==> src/rtl/pulse_injector_if.sv <==
// Sample-stream and pulse-command bundle between the ADC path, pulse_injector and the filter.
interface pulse_injector_if #(
    parameter int unsigned NBITS  = 12,
    parameter int unsigned NSAMPS = 8
);
    logic [NBITS*NSAMPS-1:0] data_i;
    logic                    inject_i;
    logic [2:0]              offset_i;
    logic [3:0]              amp_i;
    logic [NBITS*NSAMPS-1:0] data_o;
    logic                    busy_o;
    logic                    done_o;
    logic                    dropped_o;

    modport master (
        output data_i, inject_i, offset_i, amp_i,
        input  data_o, busy_o, done_o, dropped_o
    );

    modport slave (
        input  data_i, inject_i, offset_i, amp_i,
        output data_o, busy_o, done_o, dropped_o
    );
endinterface

==> src/rtl/pulse_injector.sv <==
// Adds a scaled, phase-shifted copy of the time-reversed matched-filter template
// onto the live SSR sample stream; two register stages from data_i to data_o.
module pulse_injector #(
    parameter int unsigned NBITS  = 12,
    parameter int unsigned NSAMPS = 8
) (
    input  logic            aclk,
    input  logic            aclk_rst,
    pulse_injector_if.slave bus
);
    localparam int unsigned DW        = NBITS * NSAMPS;
    localparam int unsigned PW        = 7;
    localparam int unsigned SW        = NBITS + 1;
    localparam int unsigned TLEN      = 42;
    localparam int unsigned LAST_BEAT = 6;

    localparam logic [0:0] ST_IDLE = 1'b0;
    localparam logic [0:0] ST_PLAY = 1'b1;

    localparam logic signed [3:0] TMPL [TLEN] = '{
         4'sd1,  4'sd1, -4'sd1, -4'sd2,  4'sd1,  4'sd4,  4'sd1, -4'sd4,
        -4'sd4,  4'sd0,  4'sd4,  4'sd2,  4'sd0, -4'sd2, -4'sd2, -4'sd1,
         4'sd0,  4'sd1,  4'sd2,  4'sd1,  4'sd0, -4'sd1, -4'sd1, -4'sd1,
         4'sd0,  4'sd1,  4'sd1,  4'sd1,  4'sd1,  4'sd0, -4'sd1, -4'sd1,
        -4'sd1,  4'sd0,  4'sd0,  4'sd1,  4'sd1,  4'sd0,  4'sd0,  4'sd0,
        -4'sd1, -4'sd1
    };

    logic [0:0]       state_q, state_d;
    logic [2:0]       k_q, k_d;
    logic [2:0]       offset_q, offset_d;
    logic [3:0]       amp_q, amp_d;
    logic             busy_q, busy_d;
    logic             done_q, done_d;
    logic             dropped_q, dropped_d;
    logic [DW-1:0]    s1_data_q, s1_data_d;
    logic [PW*NSAMPS-1:0] s1_p_q, s1_p_d;
    logic [DW-1:0]    data_q, data_d;

    logic [6:0]              tidx;
    logic signed [3:0]       tap;
    logic signed [PW-1:0]    tap_x;
    logic signed [PW-1:0]    amp_x;
    logic signed [PW-1:0]    prod;
    logic signed [SW-1:0]    sum;
    logic [NBITS-1:0]        sat;

    // Playout control: accept in IDLE, walk seven beats in PLAY.
    always_comb begin
        state_d   = state_q;
        k_d       = k_q;
        offset_d  = offset_q;
        amp_d     = amp_q;
        done_d    = 1'b0;
        dropped_d = dropped_q;
        case (state_q)
            ST_IDLE: begin
                if (bus.inject_i) begin
                    state_d  = ST_PLAY;
                    k_d      = 3'd0;
                    offset_d = bus.offset_i;
                    amp_d    = bus.amp_i;
                end
            end
            ST_PLAY: begin
                if (bus.inject_i) begin
                    dropped_d = 1'b1;
                end
                if (k_q == 3'(LAST_BEAT)) begin
                    state_d = ST_IDLE;
                    k_d     = 3'd0;
                    done_d  = 1'b1;
                end else begin
                    k_d = k_q + 3'd1;
                end
            end
            default: state_d = ST_IDLE;
        endcase
        busy_d = (state_d == ST_PLAY);
    end

    // Stage-1 inputs: pulse block for the current beat; out-of-range taps wrap above TLEN.
    always_comb begin
        s1_data_d = bus.data_i;
        s1_p_d    = '0;
        tidx      = '0;
        tap       = '0;
        tap_x     = '0;
        amp_x     = PW'($signed({1'b0, amp_q}));
        prod      = '0;
        for (int i = 0; i < NSAMPS; i++) begin
            tidx = 7'(k_q) * 7'(NSAMPS) + 7'(i) - 7'(offset_q);
            tap  = '0;
            if (state_q == ST_PLAY && tidx < 7'(TLEN)) begin
                tap = TMPL[tidx[5:0]];
            end
            tap_x = PW'(tap);
            prod  = amp_x * tap_x;
            s1_p_d[PW*i +: PW] = prod;
        end
    end

    // Stage-2 inputs: widened sum clamped to the signed sample range.
    always_comb begin
        data_d = '0;
        sum    = '0;
        sat    = '0;
        for (int i = 0; i < NSAMPS; i++) begin
            sum = SW'($signed(s1_data_q[NBITS*i +: NBITS])) + SW'($signed(s1_p_q[PW*i +: PW]));
            if (sum[SW-1] != sum[SW-2]) begin
                sat = sum[SW-1] ? {1'b1, {(NBITS-1){1'b0}}} : {1'b0, {(NBITS-1){1'b1}}};
            end else begin
                sat = sum[NBITS-1:0];
            end
            data_d[NBITS*i +: NBITS] = sat;
        end
    end

    always_ff @(posedge aclk) begin
        if (aclk_rst) begin
            state_q   <= ST_IDLE;
            k_q       <= '0;
            offset_q  <= '0;
            amp_q     <= '0;
            busy_q    <= 1'b0;
            done_q    <= 1'b0;
            dropped_q <= 1'b0;
            s1_data_q <= '0;
            s1_p_q    <= '0;
            data_q    <= '0;
        end else begin
            state_q   <= state_d;
            k_q       <= k_d;
            offset_q  <= offset_d;
            amp_q     <= amp_d;
            busy_q    <= busy_d;
            done_q    <= done_d;
            dropped_q <= dropped_d;
            s1_data_q <= s1_data_d;
            s1_p_q    <= s1_p_d;
            data_q    <= data_d;
        end
    end

    assign bus.data_o    = data_q;
    assign bus.busy_o    = busy_q;
    assign bus.done_o    = done_q;
    assign bus.dropped_o = dropped_q;

endmodule
==> src/flat_wrapper.sv <==
// flat-port wrapper written by rule: the top's interface ports become plain ports
module pulse_injector_flat 
#(
    parameter int unsigned NBITS  = 12,
    parameter int unsigned NSAMPS = 8
)
  (aclk, aclk_rst, bus_data_i, bus_inject_i, bus_offset_i, bus_amp_i, bus_data_o, bus_busy_o, bus_done_o, bus_dropped_o);
  pulse_injector_if #(.NBITS(NBITS), .NSAMPS(NSAMPS)) bus_i ();
  input  logic aclk;
  input  logic aclk_rst;
  input wire logic [$bits(bus_i.data_i)-1:0] bus_data_i;
  input wire logic [$bits(bus_i.inject_i)-1:0] bus_inject_i;
  input wire logic [$bits(bus_i.offset_i)-1:0] bus_offset_i;
  input wire logic [$bits(bus_i.amp_i)-1:0] bus_amp_i;
  output wire logic [$bits(bus_i.data_o)-1:0] bus_data_o;
  output wire logic [$bits(bus_i.busy_o)-1:0] bus_busy_o;
  output wire logic [$bits(bus_i.done_o)-1:0] bus_done_o;
  output wire logic [$bits(bus_i.dropped_o)-1:0] bus_dropped_o;
  assign bus_i.data_i = bus_data_i;
  assign bus_i.inject_i = bus_inject_i;
  assign bus_i.offset_i = bus_offset_i;
  assign bus_i.amp_i = bus_amp_i;
  assign bus_data_o = bus_i.data_o;
  assign bus_busy_o = bus_i.busy_o;
  assign bus_done_o = bus_i.done_o;
  assign bus_dropped_o = bus_i.dropped_o;
  pulse_injector #(.NBITS(NBITS), .NSAMPS(NSAMPS)) u_core (.aclk(aclk), .aclk_rst(aclk_rst), .bus(bus_i));
endmodule
==> config.mk <==
export PLATFORM = sky130hd
export DESIGN_NAME = pulse_injector_flat
export DESIGN_NICKNAME = d
export VERILOG_FILES = /design/src/rtl/pulse_injector_if.sv /design/src/rtl/pulse_injector.sv /design/src/flat_wrapper.sv
export SDC_FILE = /design/constraint.sdc
export NUM_CORES = 1
export LEC_CHECK = 0
export CORE_MARGIN = 2
export CORE_UTILIZATION = 58
export CTS_CLUSTER_SIZE = 30
export DETAILED_ROUTE_END_ITERATION = 10
export PLACE_DENSITY = 0.9
export SYNTH_ARGS = -nofsm -noshare
export SYNTH_HDL_FRONTEND = slang
export SYNTH_SLANG_ARGS = --single-unit
==> constraint.sdc <==
create_clock -name aclk -period 6.4 [get_ports aclk]
set_input_delay 1.6 -clock aclk [delete_from_list [all_inputs] [get_ports aclk]]
set_output_delay 1.6 -clock aclk [all_outputs]
set_load 0.02 [all_outputs]
After elaboration in Yosys (flattened, before gate mapping)
Memory sizes are Yosys's and may differ from the RTL's. Cells that the tools add are included.

Add/sub/neg operators: 24. Multiply operators: 8. Order comparisons: 16. Equal/unequal tests: 10. Muxes and demuxes: 47. Bitwise gates (word level): 9. Reductions and logical operators: 11.

Operators by type and width (count): two-way mux 12 bit (16); adder 12 x 7 -> 13 bit (8); two-way mux 4 bit (24); greater-or-equal comparator 7 bit (second input constant) (8); < comparator 7 x 6 -> 1 bit (second input constant) (8); multiplier 5 x 4 -> 7 bit (8); inverter 6 -> 7 bit (8); subtractor 7 x 3 -> 7 bit (7); adder 6 x 3 -> 7 bit (second input constant) (4); adder 6 x 2 -> 7 bit (second input constant) (2); logical AND 1 bit (8); != test 1 bit (8); adder 6 x 1 -> 7 bit (second input constant) (1); subtractor 6 x 3 -> 7 bit (1); two-way mux 3 bit (2); case mux 3 bit (2 select lines) (1); AND reduction 2 bit (2); adder 3 x 1 -> 3 bit (second input constant) (1); == test 3 bit (second input constant) (1); two-way mux 1 bit (3); != test 2 bit (second input constant) (1); case mux 1 bit (2 select lines) (1); OR reduction 2 bit (1); inverter 1 bit (1).

Bits in registers: 261. Bits in read-only memories: 2048. Input bits: 106. Output and inout bits: 99. Word-level logic and storage cells: 142. Memories: 8.

Memory list: (no name shown) (words 64, bits a word 4, read ports 1, clocked after Yosys merged registers in 0, wr ports 0, RTL line pulse_injector.sv:95) `tap = TMPL[tidx[5:0]];`; (no name shown) (words 64, bits a word 4, read ports 1, clocked after Yosys merged registers in 0, wr ports 0, RTL line pulse_injector.sv:95); (no name shown) (words 64, bits a word 4, read ports 1, clocked after Yosys merged registers in 0, wr ports 0, RTL line pulse_injector.sv:95); (no name shown) (words 64, bits a word 4, read ports 1, clocked after Yosys merged registers in 0, wr ports 0, RTL line pulse_injector.sv:95); (no name shown) (words 64, bits a word 4, read ports 1, clocked after Yosys merged registers in 0, wr ports 0, RTL line pulse_injector.sv:95); (no name shown) (words 64, bits a word 4, read ports 1, clocked after Yosys merged registers in 0, wr ports 0, RTL line pulse_injector.sv:95); 2 more memories.

Logic depth before layout (Yosys ltp)
Gate-level depths: netlist of the first run.

Word-level depth: 8. Mapped depth: 23. Gate-level depth less buffers: 21.

Worst setup path after synthesis of the first run
Ideal clock, no wire load.

Path kind: reg2reg. From: reg u_core.offset_q[0]. To: reg u_core.s1_p_q[34]. Setup time: 0.070 ns. Data arrival time: 5.627 ns. Required time: 6.330 ns. Setup slack: 0.702 ns. Stages on the path, launching flop included: 21. Buffers on the path: 3. Period minus slack after synthesis: 5.698 ns. Path through: dfxtp_1 -> buf_6 -> inv_1 -> clkbuf_1 -> ha_1 -> clkinv_1 -> ha_1 -> clkbuf_1 -> mux4_2 -> a211oi_1 -> or3_1 -> fa_1 -> fa_1 -> inv_1 -> fa_1 -> ha_1 -> a21o_1 -> a21oi_1 -> xor2_1 -> or3_1 -> a21oi_1.

Cells in the longest elaborated chain, start to end: 7. Elaborated cells between the ends (all ways): 9. Those cells by class: add/sub (1); mul (1); order compare (1); mux (3); bitwise (1); reduce/logical (1); memory (1).

RTL lines: start: declaration (RTL line pulse_injector.sv:31) `logic [2:0] offset_q, offset_d;`; start signal: assignment (RTL line pulse_injector.sv:134) `offset_q <= offset_d;`; subtractor 7 x 3 -> 7 bit (*) (RTL line pulse_injector.sv:92) `tidx = 7'(k_q) * 7'(NSAMPS) + 7'(i) - 7'(offset_q);`; inverter 6 -> 7 bit (not written as such) (RTL line pulse_injector.sv:95); memory read (64 x 4 bit); two-way mux 4 bit (not written as such) (2 in a row) (RTL line pulse_injector.sv:95); two-way mux 4 bit (*) (RTL line pulse_injector.sv:94) `if (state_q == ST_PLAY && tidx < 7'(TLEN)) begin`; multiplier 5 x 4 -> 7 bit (*) (RTL line pulse_injector.sv:98) `prod = amp_x * tap_x;`; end signal: assignment (RTL line pulse_injector.sv:140) `s1_p_q <= s1_p_d;`; end: declaration (RTL line pulse_injector.sv:37) `logic [PW*NSAMPS-1:0] s1_p_q, s1_p_d;`.

Mark *: on every way between the ends. The rest lies on a longest branch, timed or not. The select of a mux whose other input is x is not followed. A chain may end at the register's enable or synchronous reset.

Worst setup path after layout of the first run
From: reg u_core.offset_q[0]. To: reg u_core.s1_p_q[6].

Cells in the longest elaborated chain, start to end: 7. Elaborated cells between the ends (all ways): 9. Those cells by class: add/sub (1); mul (1); order compare (1); mux (3); bitwise (1); reduce/logical (1); memory (1).

RTL lines (RTL line): subtractor 6 x 3 -> 7 bit (*) (pulse_injector.sv:92); inverter 6 -> 7 bit (not written as such) (pulse_injector.sv:95); memory read (64 x 4 bit); two-way mux 4 bit (not written as such) (2 in a row) (pulse_injector.sv:95); two-way mux 4 bit (*) (pulse_injector.sv:94); multiplier 5 x 4 -> 7 bit (*) (pulse_injector.sv:98).

Marks and branches as above.

==> flow_summary.ini, run 1 <==
[floorplan]
io_pins = 205
die_w_microns = 181
row_count = 64
core_area_sq_mm = 0.0307
start_util_pct = 59.2
die_h_microns = 181
die_area_sq_mm = 0.0327

[sta]
max_slew_margin_pct = 8.73
layout_setup_ws_ps = 703
skew_ps = 8.16
setup_tns_ps = 0
finalHoldViolCount = 0
rsz0062_at_grt = false
finalCriticalPeriod_ps = 5700
finalCritPeriodShare_pct = 89.0
setup_violations = 0
max_slew.worst_pin.slew_ps = 1360
drv_slew = 0
fmax_ghz = 0.176

[synthesis]
ys_async_sr_fraction_pct = 0
synth_edf_count = 0
synthCells = 2075
postSynthNetCount = 2450
yosysWarnings = 0
yosys_most_used_dff = dfxtp_1
synth_area_per_cell_sq_um = 8.74
yosysSeqAreaShare_pct = 28.8
synth_seq_cells = 261
netlist_area_sq_mm = 0.0181
synth_cell_type_count = 100

[grt]
grt_max_degree = 115
grt_use_total_pct = 28.1
overflow = 0
antenna_found_initial = 0
grt_pass1_vias = 15800
grt_pass1_wl_mm = 77.2

[detailed_routing]
dr.pass1.iters = 5
routed_via_density = 5.89
postRouteAntennaNets = 0
vias = 15700
wl_mm = 47.2
first_iter_violations = 963
wire_per_inst_microns = 17.7
drcViolationCount = 0

[clock_network]
cts_setup_buffers = 0
clockBufferDepth = 3
hold_buffers = 0
htreeDepth = 1
clk_latency_ps = 540
post_cts_resized = 0
cts.sinks = 261
cts_tree = done
clkTransAtPathRegs_ps = 60
root_buffer = clkbuf_16
numCtsBuffers = 27

[final_layout]
nets = 2623
final_core_util_pct = 69.8
fin_cells = 2663
drive_gt1_share_pct = 5.60
syn_to_final_growth_pct = 18.0

[power]
powerDensity_mw_per_mm2 = 222
p_switching_mw = 1.43
irDropWorstVdd_mv = 0.172
leakage_nw = 9.62
clockPowerShare_pct = 33.8
intPower_mw = 3.32
p_total_mw = 4.75
switching_share_pct = 30.1
seqPwrFrac_pct = 38.4
comb_power_share_pct = 27.8

[run_status]
status = completed

[worst_setup_path]
r2r_slack_ps = 700
cp_data_required_time_ps = 6830
critPathTopFamily = adder cells
end_kind = flop
crit_type = reg -> reg
critPathBufInv = 3
worstPathArrival_ps = 6120
cpMaxStageDelayCell = ha_1
crit_fanout = 13
cp_cell_sequence = inv_1 -> ha_1 -> clkinv_1 -> ha_1 -> nand2b_1 -> mux2_2 -> o21ai_1 -> o21ai_0 -> or2_2 -> fa_1 -> fa_1 -> fa_1 -> inv_1 -> ha_1 -> a21o_1 -> a21oi_1 -> xnor2_1 -> or3_1 -> and3_1
startpoint_type = flop
slowest_delay_ps = 560

[placed_design]
dp_cells = 2615
gp_congestion = 0.954
dp_slack_ps = 753
hpwl_mm = 34.5
port_buffers = 204

[min_path]
hold_path.class = reg -> reg

[run]
cap_violations = 0
power by group through the flow:
| stage | clock, mW | combinational, mW | sequential, mW |
|---|---|---|---|
| 2_1_floorplan | 0 | 0.750 | 1.95 |
| 3_3_place_gp | 0 | 1.25 | 1.85 |
| 3_5_place_dp | 0 | 1.29 | 1.86 |
| 4_1_cts | 1.62 | 1.31 | 1.82 |
| 5_1_grt | 1.69 | 1.43 | 1.84 |
| 6_report | 1.61 | 1.32 | 1.82 |
kinds of logic (layout without fill, tap and decap cells):
logic type / count (synthesis) / after routing / share of synthesized area [%]
AND/OR/NAND/NOR: 659 / 659 / 19.0
AO/OA/AOI/OAI: 534 / 534 / 19.3
adder cells (fa/ha/maj): 271 / 271 / 20.6
flip-flops: 261 / 261 / 28.8
buffers and inverters: 220 / 411 / 4.92
XOR/XNOR: 112 / 112 / 5.68
multiplexers: 18 / 18 / 1.65
other: 0 / 1 / 0
cell usage after synthesis, drive strengths merged (9+ instances only):
library cell,number,area share [%]
nor2,145,3.1
o21ai,139,3.9
or2,10,0.34
or3,20,0.69
mux4,9,1.1
a211oi,18,0.74
a21o,49,2.0
nand2b,31,1.2
nor2b,140,4.8
xnor2,70,3.6
o311ai,10,0.48
nand2,119,2.5
ha,221,15
and2,57,2.0
o211ai,24,1.0
nor3,47,1.4
inv,130,2.7
nand3,39,1.1
o31ai,27,1.1
and3,18,0.62
o31a,10,0.48
o21a,34,1.4
xor2,42,2.1
a21oi,130,3.7
clkbuf,59,1.2
dfxtp,261,29
fa,48,5.3
buf,27,0.93
a31oi,12,0.41
metal layers:
layer  vias to the layer above  global-route usage (%)  routed length (microns)  share of wire (%)
met2                       520                    49.5                    22900                 48
met5                         -                       0                        0                  0
met3                       136                    3.65                     2700                5.7
met1                      7429                    35.1                    20000                 42
li1                       7606                       -                        -                  -
met4                         0                    10.6                     1680                3.5
worst reg2reg max path, cell delays in order, from the launching register on:
cell,delay [ps]
dfxtp_1,310
inv_1,70
ha_1,310
clkinv_1,370
ha_1,560
nand2b_1,220
mux2_2,280
o21ai_1,180
o21ai_0,200
or2_2,330
fa_1,500
fa_1,510
fa_1,460
inv_1,80
ha_1,220
a21o_1,180
a21oi_1,190
xnor2_1,110
or3_1,300
and3_1,180
cells in the final DEF (no fill, tap or decap), types with 23 or more instances in the layout:
cell,n
a21oi_1,126
o31ai_1,26
xnor2_1,66
clkbuf_16,27
nor2_1,142
inv_1,127
ha_1,221
dfxtp_1,260
a21o_1,49
nand2b_1,29
nor3_1,45
o211ai_1,23
nand2_1,119
nor2b_1,139
nand3_1,39
o21a_1,34
o21ai_0,130
buf_4,25
fa_1,48
and2_1,56
clkdlybuf4s50_1,203
xor2_1,41
final cells by class:
type / instances / area [sq um]
diodes: 1 / 2.50
flip-flops and latches: 261 / 5230
fillers: 2251 / 9250
well taps: 396 / 495
inverters: 134 / 503
clock buffers: 40 / 795
clock inverters: 7 / 119
repair buffers: 230 / 2250
multi-input cells: 1594 / 12000
sequential cells by signal, summed over array words and instances, names as in the netlist:
name and count:
u_core.s1_data_q 96, u_core.bus.dropped_o 1, u_core.amp_q 4, u_core.offset_q 3, u_core.bus.done_o 1, u_core.s1_p_q 56, u_core.state_q 1, u_core.bus.data_o 96
u_core.k_q 3
per-stage QoR:
stage / instance area [sq um] / hold WS [ps]
finish: 21400 / 490
global route: 21400 / 523
CTS: 21400 / 494
detailed placement: 20500 / 479
global placement: 20500 / 451
floorplan: 18100 / 514
worst paths after layout:
kind,startpoint,to,depth (start not counted)
min,u_core.bus.dropped_o,u_core.bus.dropped_o,2
max,u_core.offset_q[0],u_core.s1_p_q[6],19
max reg2reg,u_core.offset_q[0],u_core.s1_p_q[6],19
min reg2reg,u_core.bus.dropped_o,u_core.bus.dropped_o,2
Power figures use the tool's default switching activity.
==> inputs of run 2 (changes only) <==
--- a/config.mk
+++ b/config.mk
@@ -5,6 +5,7 @@
 export SDC_FILE = /design/constraint.sdc
 export NUM_CORES = 1
 export LEC_CHECK = 0
+export ABC_CLOCK_PERIOD_IN_PS = 6400
 export CORE_MARGIN = 2
 export CORE_UTILIZATION = 58
 export CTS_CLUSTER_SIZE = 30
==> results of run 2 <==
Same layout as run 1: the final DEF is identical, and so are final timing and power.
